`config.mk`:
```
export PLATFORM = sky130hd
export DESIGN_NAME = serial_adder_ctrl
export DESIGN_NICKNAME = d
export VERILOG_FILES = /design/src/rtl/serial_adder_pkg.sv /design/src/rtl/fa_cell.sv /design/src/rtl/serial_adder_ctrl.sv
export SDC_FILE = /design/constraint.sdc
export NUM_CORES = 1
export LEC_CHECK = 0
export ABC_AREA = 1
export CORE_UTILIZATION = 49
export CTS_CLUSTER_DIAMETER = 50
export DETAILED_ROUTE_END_ITERATION = 8
export GPL_TIMING_DRIVEN = 0
export PLACE_DENSITY = 0.86
export RECOVER_POWER = 100
export SKIP_CTS_REPAIR_TIMING = 1
export SLEW_MARGIN = 20
export SYNTH_ARGS = -nofsm -noshare
export SYNTH_HDL_FRONTEND = slang
export SYNTH_SLANG_ARGS = --single-unit
export TNS_END_PERCENT = 100
```
`constraint.sdc`:
```
create_clock -name clk -period 1.6 [get_ports clk]
set_clock_uncertainty 0.2 [all_clocks]
set_input_delay 0.16 -clock clk [delete_from_list [all_inputs] [get_ports clk]]
set_output_delay 0.16 -clock clk [all_outputs]
set_load 0.01 [all_outputs]
```
`src/rtl/serial_adder_pkg.sv`:
```
// Shared types and constants for the bit-serial adder controller.
package serial_adder_pkg;

  typedef enum logic [1:0] {
    IDLE = 2'd0,
    RUN  = 2'd1,
    DONE = 2'd2
  } state_t;

  localparam int unsigned DEFAULT_WIDTH = 8;

endpackage

```
`src/rtl/fa_cell.sv`:
```
// Single 1-bit full adder built from propagate/generate terms.
module fa_cell (
  input  logic a,
  input  logic b,
  input  logic ci,
  output logic s,
  output logic co
);

  logic p;
  logic g;

  // Propagate/generate form of the full adder.
  always_comb begin
    p  = a ^ b;
    g  = a & b;
    s  = p ^ ci;
    co = g | (p & ci);
  end

endmodule

```
`src/rtl/serial_adder_ctrl.sv`:
```
// Bit-serial adder controller: one shared full-adder cell sequenced over
// WIDTH cycles, LSB first, behind valid/ready handshakes on both sides.
// Optional build macro SERIAL_ADDER_SUB_EN adds a 'sub' input (a - b) and
// an 'ovf' signed-overflow output.
module serial_adder_ctrl
  import serial_adder_pkg::*;
#(
  parameter int unsigned WIDTH = DEFAULT_WIDTH
) (
  input  logic             clk,
  input  logic             reset,
  input  logic             in_valid,
  output logic             in_ready,
  input  logic [WIDTH-1:0] a,
  input  logic [WIDTH-1:0] b,
  input  logic             cin,
`ifdef SERIAL_ADDER_SUB_EN
  input  logic             sub,
  output logic             ovf,
`endif
  output logic             out_valid,
  input  logic             out_ready,
  output logic [WIDTH-1:0] sum,
  output logic             cout,
  output logic             busy
);

  localparam int unsigned CNT_W = $clog2(WIDTH) + 1;
  localparam logic [CNT_W-1:0] LAST_CNT = CNT_W'(WIDTH - 1);

  state_t state_q, state_d;

  logic [WIDTH-1:0] a_q;
  logic [WIDTH-1:0] b_q;
  logic [WIDTH-1:0] sum_q;
  logic [WIDTH-1:0] sum_shift;
  logic [CNT_W-1:0] cnt_q;
  logic             carry_q;
  logic             cout_q;
  logic             last_bit;
  logic             fa_s;
  logic             fa_co;
  logic [WIDTH-1:0] b_load;
  logic             carry_load;

`ifdef SERIAL_ADDER_SUB_EN
  logic ovf_q;
`endif

  fa_cell u_fa (
    .a  (a_q[0]),
    .b  (b_q[0]),
    .ci (carry_q),
    .s  (fa_s),
    .co (fa_co)
  );

  // Operand B and carry-in as loaded at accept time.
  always_comb begin
`ifdef SERIAL_ADDER_SUB_EN
    b_load     = sub ? ~b : b;
    carry_load = sub ? 1'b1 : cin;
`else
    b_load     = b;
    carry_load = cin;
`endif
  end

  // Next sum: shift right, new bit enters at the MSB. Written as a shift plus
  // bit insert so WIDTH=1 needs no degenerate slice.
  always_comb begin
    sum_shift            = sum_q >> 1;
    sum_shift[WIDTH-1]   = fa_s;
    last_bit             = (cnt_q == LAST_CNT);
  end

  // FSM state register.
  always_ff @(posedge clk) begin
    if (reset) state_q <= IDLE;
    else       state_q <= state_d;
  end

  // Next-state logic and handshake outputs.
  always_comb begin
    state_d   = state_q;
    in_ready  = 1'b0;
    out_valid = 1'b0;
    busy      = 1'b0;
    unique case (state_q)
      IDLE: begin
        in_ready = 1'b1;
        if (in_valid) state_d = RUN;
      end
      RUN: begin
        busy = 1'b1;
        if (last_bit) state_d = DONE;
      end
      DONE: begin
        out_valid = 1'b1;
        if (out_ready) state_d = IDLE;
      end
      default: state_d = IDLE;
    endcase
  end

  // Operand capture, serial datapath and result registers.
  always_ff @(posedge clk) begin
    if (reset) begin
      a_q     <= '0;
      b_q     <= '0;
      sum_q   <= '0;
      cnt_q   <= '0;
      carry_q <= 1'b0;
      cout_q  <= 1'b0;
`ifdef SERIAL_ADDER_SUB_EN
      ovf_q   <= 1'b0;
`endif
    end else begin
      case (state_q)
        IDLE: begin
          if (in_valid) begin
            a_q     <= a;
            b_q     <= b_load;
            carry_q <= carry_load;
            cnt_q   <= '0;
          end
        end
        RUN: begin
          a_q     <= a_q >> 1;
          b_q     <= b_q >> 1;
          carry_q <= fa_co;
          sum_q   <= sum_shift;
          cnt_q   <= cnt_q + CNT_W'(1);
          if (last_bit) begin
            cout_q <= fa_co;
`ifdef SERIAL_ADDER_SUB_EN
            // carry_q here is the carry into the MSB.
            ovf_q  <= carry_q ^ fa_co;
`endif
          end
        end
        default: ;
      endcase
    end
  end

  assign sum  = sum_q;
  assign cout = cout_q;
`ifdef SERIAL_ADDER_SUB_EN
  assign ovf  = ovf_q;
`endif

endmodule

```
---- After elaboration in Yosys (flattened, before gate mapping) ----
Index checks and enable logic that the tools add are counted.
operators by class
  add/sub/neg operators ................... 1
  multiply operators ...................... 0
  divide/modulo/power cells ............... 0
  order comparisons ....................... 0
  equality and inequality tests ........... 6
  shifts and indexed selects .............. 0
  muxes and demuxes ....................... 15
  bitwise gates (word level) .............. 5
  reduce and logical (&&, ||, !) cells .... 5
operator list
  operator                                                         count
  8-bit case mux with 2 select lines                               2
  8-bit two-way mux                                                2
  4-bit case mux with 2 select lines                               1
  2-bit two-way mux                                                3
  2-bit != test, second input constant                             3
  2-bit case mux with 3 select lines                               1
  4-bit by 1-bit adder with 4-bit output, second input constant    1
  4-bit by 3-bit == test with 1-bit output, second input constant  1
  1-bit two-way mux                                                4
  4-bit two-way mux                                                1
  2-bit AND reduction                                              2
  3-bit AND reduction                                              1
  1-bit bitwise AND                                                2
  2-bit by 1-bit == test with 1-bit output, second input constant  1
  2-bit == test, second input constant                             1
  2-bit zero test                                                  1
  1-bit case mux with 2 select lines                               1
  2-bit nonzero test                                               1
  1-bit bitwise XOR                                                2
  1-bit OR                                                         1
storage, ports and cells
  bits in registers ....................... 32
  bits in latches ......................... 0
  RAM bits ................................ 0
  bits in read-only memories .............. 0
  input bits .............................. 21
  output and inout bits ................... 12
  word-level logic and storage cells ...... 39
  memories kept ........................... 0

---- Longest topological paths before layout ----
  depth after elaboration ................. 4
  depth in mapped cells ................... 7
  mapped depth without buffers ............ 6

---- By module ----
A second synthesis with hierarchy kept.
second synthesis, totals
  cells, all modules ...................... 211
  area, all modules ....................... 1482.7 um2
modules (own cells, without submodules)
  module             times used  cells each  area each (um2)  sequential area each (um2)
  serial_adder_ctrl  1           210         1462.7           640.6
  fa_cell            1           1           20.0             0.0

---- Least setup slack after synthesis ----
OpenSTA, ideal clock, no wires.
  path type ............................... reg2reg
  start point ............................. reg carry_q
  end point ............................... reg carry_q
  setup time .............................. 0.129 ns
  arrival ................................. 0.975 ns
  data required time ...................... 1.271 ns
  path slack .............................. 0.296 ns
  stages on the path, launching flop included .. 6
  buffers on the path ..................... 0
  period minus slack after synthesis ...... 1.304 ns
  path through ............................ dfxtp_1 fa_1 nand2_1 nand2_1 nor2_1 nor2_1
between the ends
  cells in the longest elaborated chain, start to end .. 3
ends and longest elaborated chain
  what                                RTL line                  source
  from (decl)                         serial_adder_ctrl.sv:38   logic carry_q;
  from (signal assigned)              serial_adder_ctrl.sv:124  carry_q <= carry_load;
  from (signal assigned)              serial_adder_ctrl.sv:131  carry_q <= fa_co;
  1-bit bitwise AND                   fa_cell.sv:18             co = g | (p & ci);
  1-bit OR                            fa_cell.sv:18
  net fa_co                           serial_adder_ctrl.sv:42   logic fa_co;
  1-bit case mux with 2 select lines  serial_adder_ctrl.sv:119  case (state_q)
The timed path passes the listed nets, and every way through them passes these cells.
A chain may end at the register's enable or synchronous reset.

---- Final worst setup path ----
  start point ............................. reg state_q[0]
  end point ............................... out in_ready
between the ends
  cells in the longest elaborated chain, start to end .. 2
ends and longest elaborated chain
  what                    RTL line                 source
  from (decl)             serial_adder_ctrl.sv:31  state_t state_q, state_d;
  from (signal assigned)  serial_adder_ctrl.sv:80  else state_q <= state_d;
  2-bit zero test         serial_adder_ctrl.sv:89  unique case (state_q)
  1-bit two-way mux       serial_adder_ctrl.sv:89
  to (decl)               serial_adder_ctrl.sv:13  output logic in_ready,
No other way between the ends.

==> impl_results.md <==
- Post-Synthesis Net Count: 235
- Flop and latch count out of synthesis: 32
- Number of max-slew violations in the final report: 0
- Number of DRC markers in iteration 0: 71
- Power per standard cell area: 854 mW/mm²
- Placeable core area: 0.00281 mm²
- Total placed instance area: 0.00183 mm²
- Hold Path Origin: in_valid
- Residual antenna-violating net count after detailed routing: 0
- Hold Crit Class: input pin to flop
- Average routed wire per standard cell: 11.8 µm
- Largest net degree at the start of global routing: 11
- Via total after detailed routing: 1474
- Relative slew slack: 63.1%
- CTS sink cnt: 32
- Gpl congestion: 0.772
- Share of post-route cells with drive strength above 1: 11.4%
- Distinct cell type count after synthesis: 20
- Critical path arrival: 1180 ps
- Worst-case vdd ir drop: 0.550 mV
- Share of the yosys chip area belonging to registers: 43.1%
- DRC viols: 6
- Site row count: 19
- Share of Yosys cell area claimed by the top area cell type: 43.1%
- Height of the die: 57.1 µm
- Cell taking the most area after synthesis: dfxtp_1
- Yosys synthesis warning count: 0
- Sequence of cells on the critical path: nor2_4 > buf_6 > dlymetal6s2s_1
- Worst EP required: 1240 ps
- Clock-pin transition on the worst setup and hold timing paths: 90 ps
- Top_reg_cell synth: dfxtp_1
- Count of input and output buffers: 31
- Highest Clock Rate: 648 MHz
- Most frequently used cell type in the post-synthesis netlist: nand2_1
- Root cell of the clock tree: clkbuf_4
- Biggest area contributors in the synthesized netlist: dfxtp_1 (43%), nand3_1 (12%), nand2_1 (12%)
- Post-layout utilization of the core: 68.2%
- Setup repair after global routing missed its margin: no
- Slew at the pin with the worst max-slew slack: 548 ps
- Maximum fanout count along the critical path: 10
- HPWL after DPL: 2300 µm
- Area Overhead vs Synth: 28.7%
- Global-route wire length before repair: 5500 µm
- Count of flip-flops with a built-in enable after synthesis: 0
- Power after layout: 1630 µW
- Async S/R FF share, synth: 0%
- Largest buffer count on any clock path: 2
- Number of iterations in the first detailed-routing pass: 6
- Lkg Pwr: 0.000893 µW
- CP Class: flop to output port
- Number of levels in the clock H-tree: 2
- Crit path largest cell delay: 380 ps
- Number of hold-slack violations in the final timing report: 0
- Initial cell density of the core: 52.9%
- Initial antenna violation count: 0
- CTS tree: done
- Final routed wirelength across all metal layers: 3370 µm
- Ratio of final minimum period to clock period: 96.4%
- Horizontal die dimension: 57.1 µm
- Number of buffers created by CTS: 5
- Category of the worst setup path launch point: flop
- Worst hold margin: 13.1 ps
- Startpoint of the worst-slack reg-to-reg timing path: state_q[1]
- Slowest library cell on the worst path: dfxtp_4
- Most frequent cells after synthesis: nand2_1 (48), nand3_1 (37), nor2_1 (33), dfxtp_1 (32), inv_1 (20)
- Origin of the worst setup path: state_q[0]
- Remaining Overflow, GRT: 0
- Result of the run: finished with violations
- Max Cap Violations: 0
- # setup viols final: 0
- Final critical path time including I/O delays and setup: 1540 ps
- Number of global-route vias before repair: 1265
- Num ports: 33
- Total number of nets in the final design: 277
- Ant. Diodes: 0
- Setup Total Neg Slack: 0 ps
- Synthesized cell area: 0.00149 mm²
- Crit path capture type: output port
- Aggregate global-route resource usage: 22.2%
- Fin area: 0.00191 mm²
- Per-cell via count in the routed design: 5.17
- Failing checks: DRC
- Die Footprint: 0.00326 mm²
- Cells after Synth: 212
- Avg Cell Area, Syn: 7.01 µm²
- Later-pin clock latency in the skew report: 330 ps
==> state kept, by name, indices dropped and copies added, names as in the netlist <==
name and cells:
b_q 8, sum 8, cout 1, a_q 8, cnt_q 4, carry_q 1
state_q 2
==> report_power, final <==
part	internal [µW]	total, µW	switching, µW	leakage, µW
clock	162	429	267	0.0000281
combinational	158	322	164	0.000601
sequential	847	881	33.9	0.000264
==> final cells by class <==
| class | count | area [µm²] |
|---|---|---|
| clock inverters | 1 | 5.00 |
| flip-flops and latches | 32 | 647 |
| multi-input cells | 146 | 672 |
| repair buffers | 35 | 340 |
| plain buffers | 12 | 85.1 |
| clock buffers | 6 | 41.3 |
| well taps | 31 | 38.8 |
| inverters | 22 | 82.6 |
| fillers | 265 | 893 |
==> per-stage QoR <==
| step | setup slack, ps | std cells |
|---|---|---|
| 2_1_floorplan | 296 | 212 |
| 3_3_place_gp | -143 | 274 |
| 3_5_place_dp | -144 | 274 |
| 4_1_cts | -552 | 281 |
| 5_1_grt | 1.68 | 285 |
| 6_report | 57.7 | 285 |
==> worst max-delay path: cells and delay by family, from the launching register on <==
kind	cells	cell delay (ps)
buffers and inverters	2	320
AND/OR/NAND/NOR	1	150
flip-flops	1	380
==> layer usage <==
layer / GRT usage, % / up-vias / wire length (µm)
li1: - / 752 / -
met1: 26.0 / 673 / 1510
met2: 38.2 / 43 / 1610
met3: 6.80 / 6 / 195
met4: 8.36 / 0 / 51
met5: 0 / - / 0
==> cells by family after synthesis <==
kind of cell               after synthesis  synth area share (%)
DFF                                     32                  43.1
and+or+nand+nor                        124                  36.4
buffers and inverters                   34                  11.3
AOI/OAI and AO/OA                       20                  6.99
adders and majority gates                2                  2.19
==> cell usage in the layout, fill, tap and decap left out <==
master            n
a21oi_1           7
a21oi_2           1
buf_1             1
buf_2             1
buf_4             6
buf_6             4
clkbuf_1          4
clkbuf_2          2
clkbuf_4          5
clkdlybuf4s25_1   9
clkdlybuf4s50_1  18
clkinv_2          1
dfxtp_1          29
dfxtp_2           2
dfxtp_4           1
dlygate4sd3_1     1
dlymetal6s2s_1    2
fa_1              1
ha_1              1
inv_1            20
inv_2             2
nand2_1          50
nand2_2           1
nand3_1          37
nand3_2           1
nor2_1           33
nor2_4            2
o21ai_0          11
o21ai_1           1
==> path summary, 6_finish.rpt <==
| check | to | slack [ps] | cells after the start |
|---|---|---|---|
| worst min register to register | b_q[7] | 270 | 2 |
| worst max-delay path | in_ready | 60 | 3 |
| worst max register to register | carry_q | 80 | 7 |
| worst min-delay path | state_q[0] | 10 | 3 |
No activity file was read; power rests on OpenSTA's default activity.
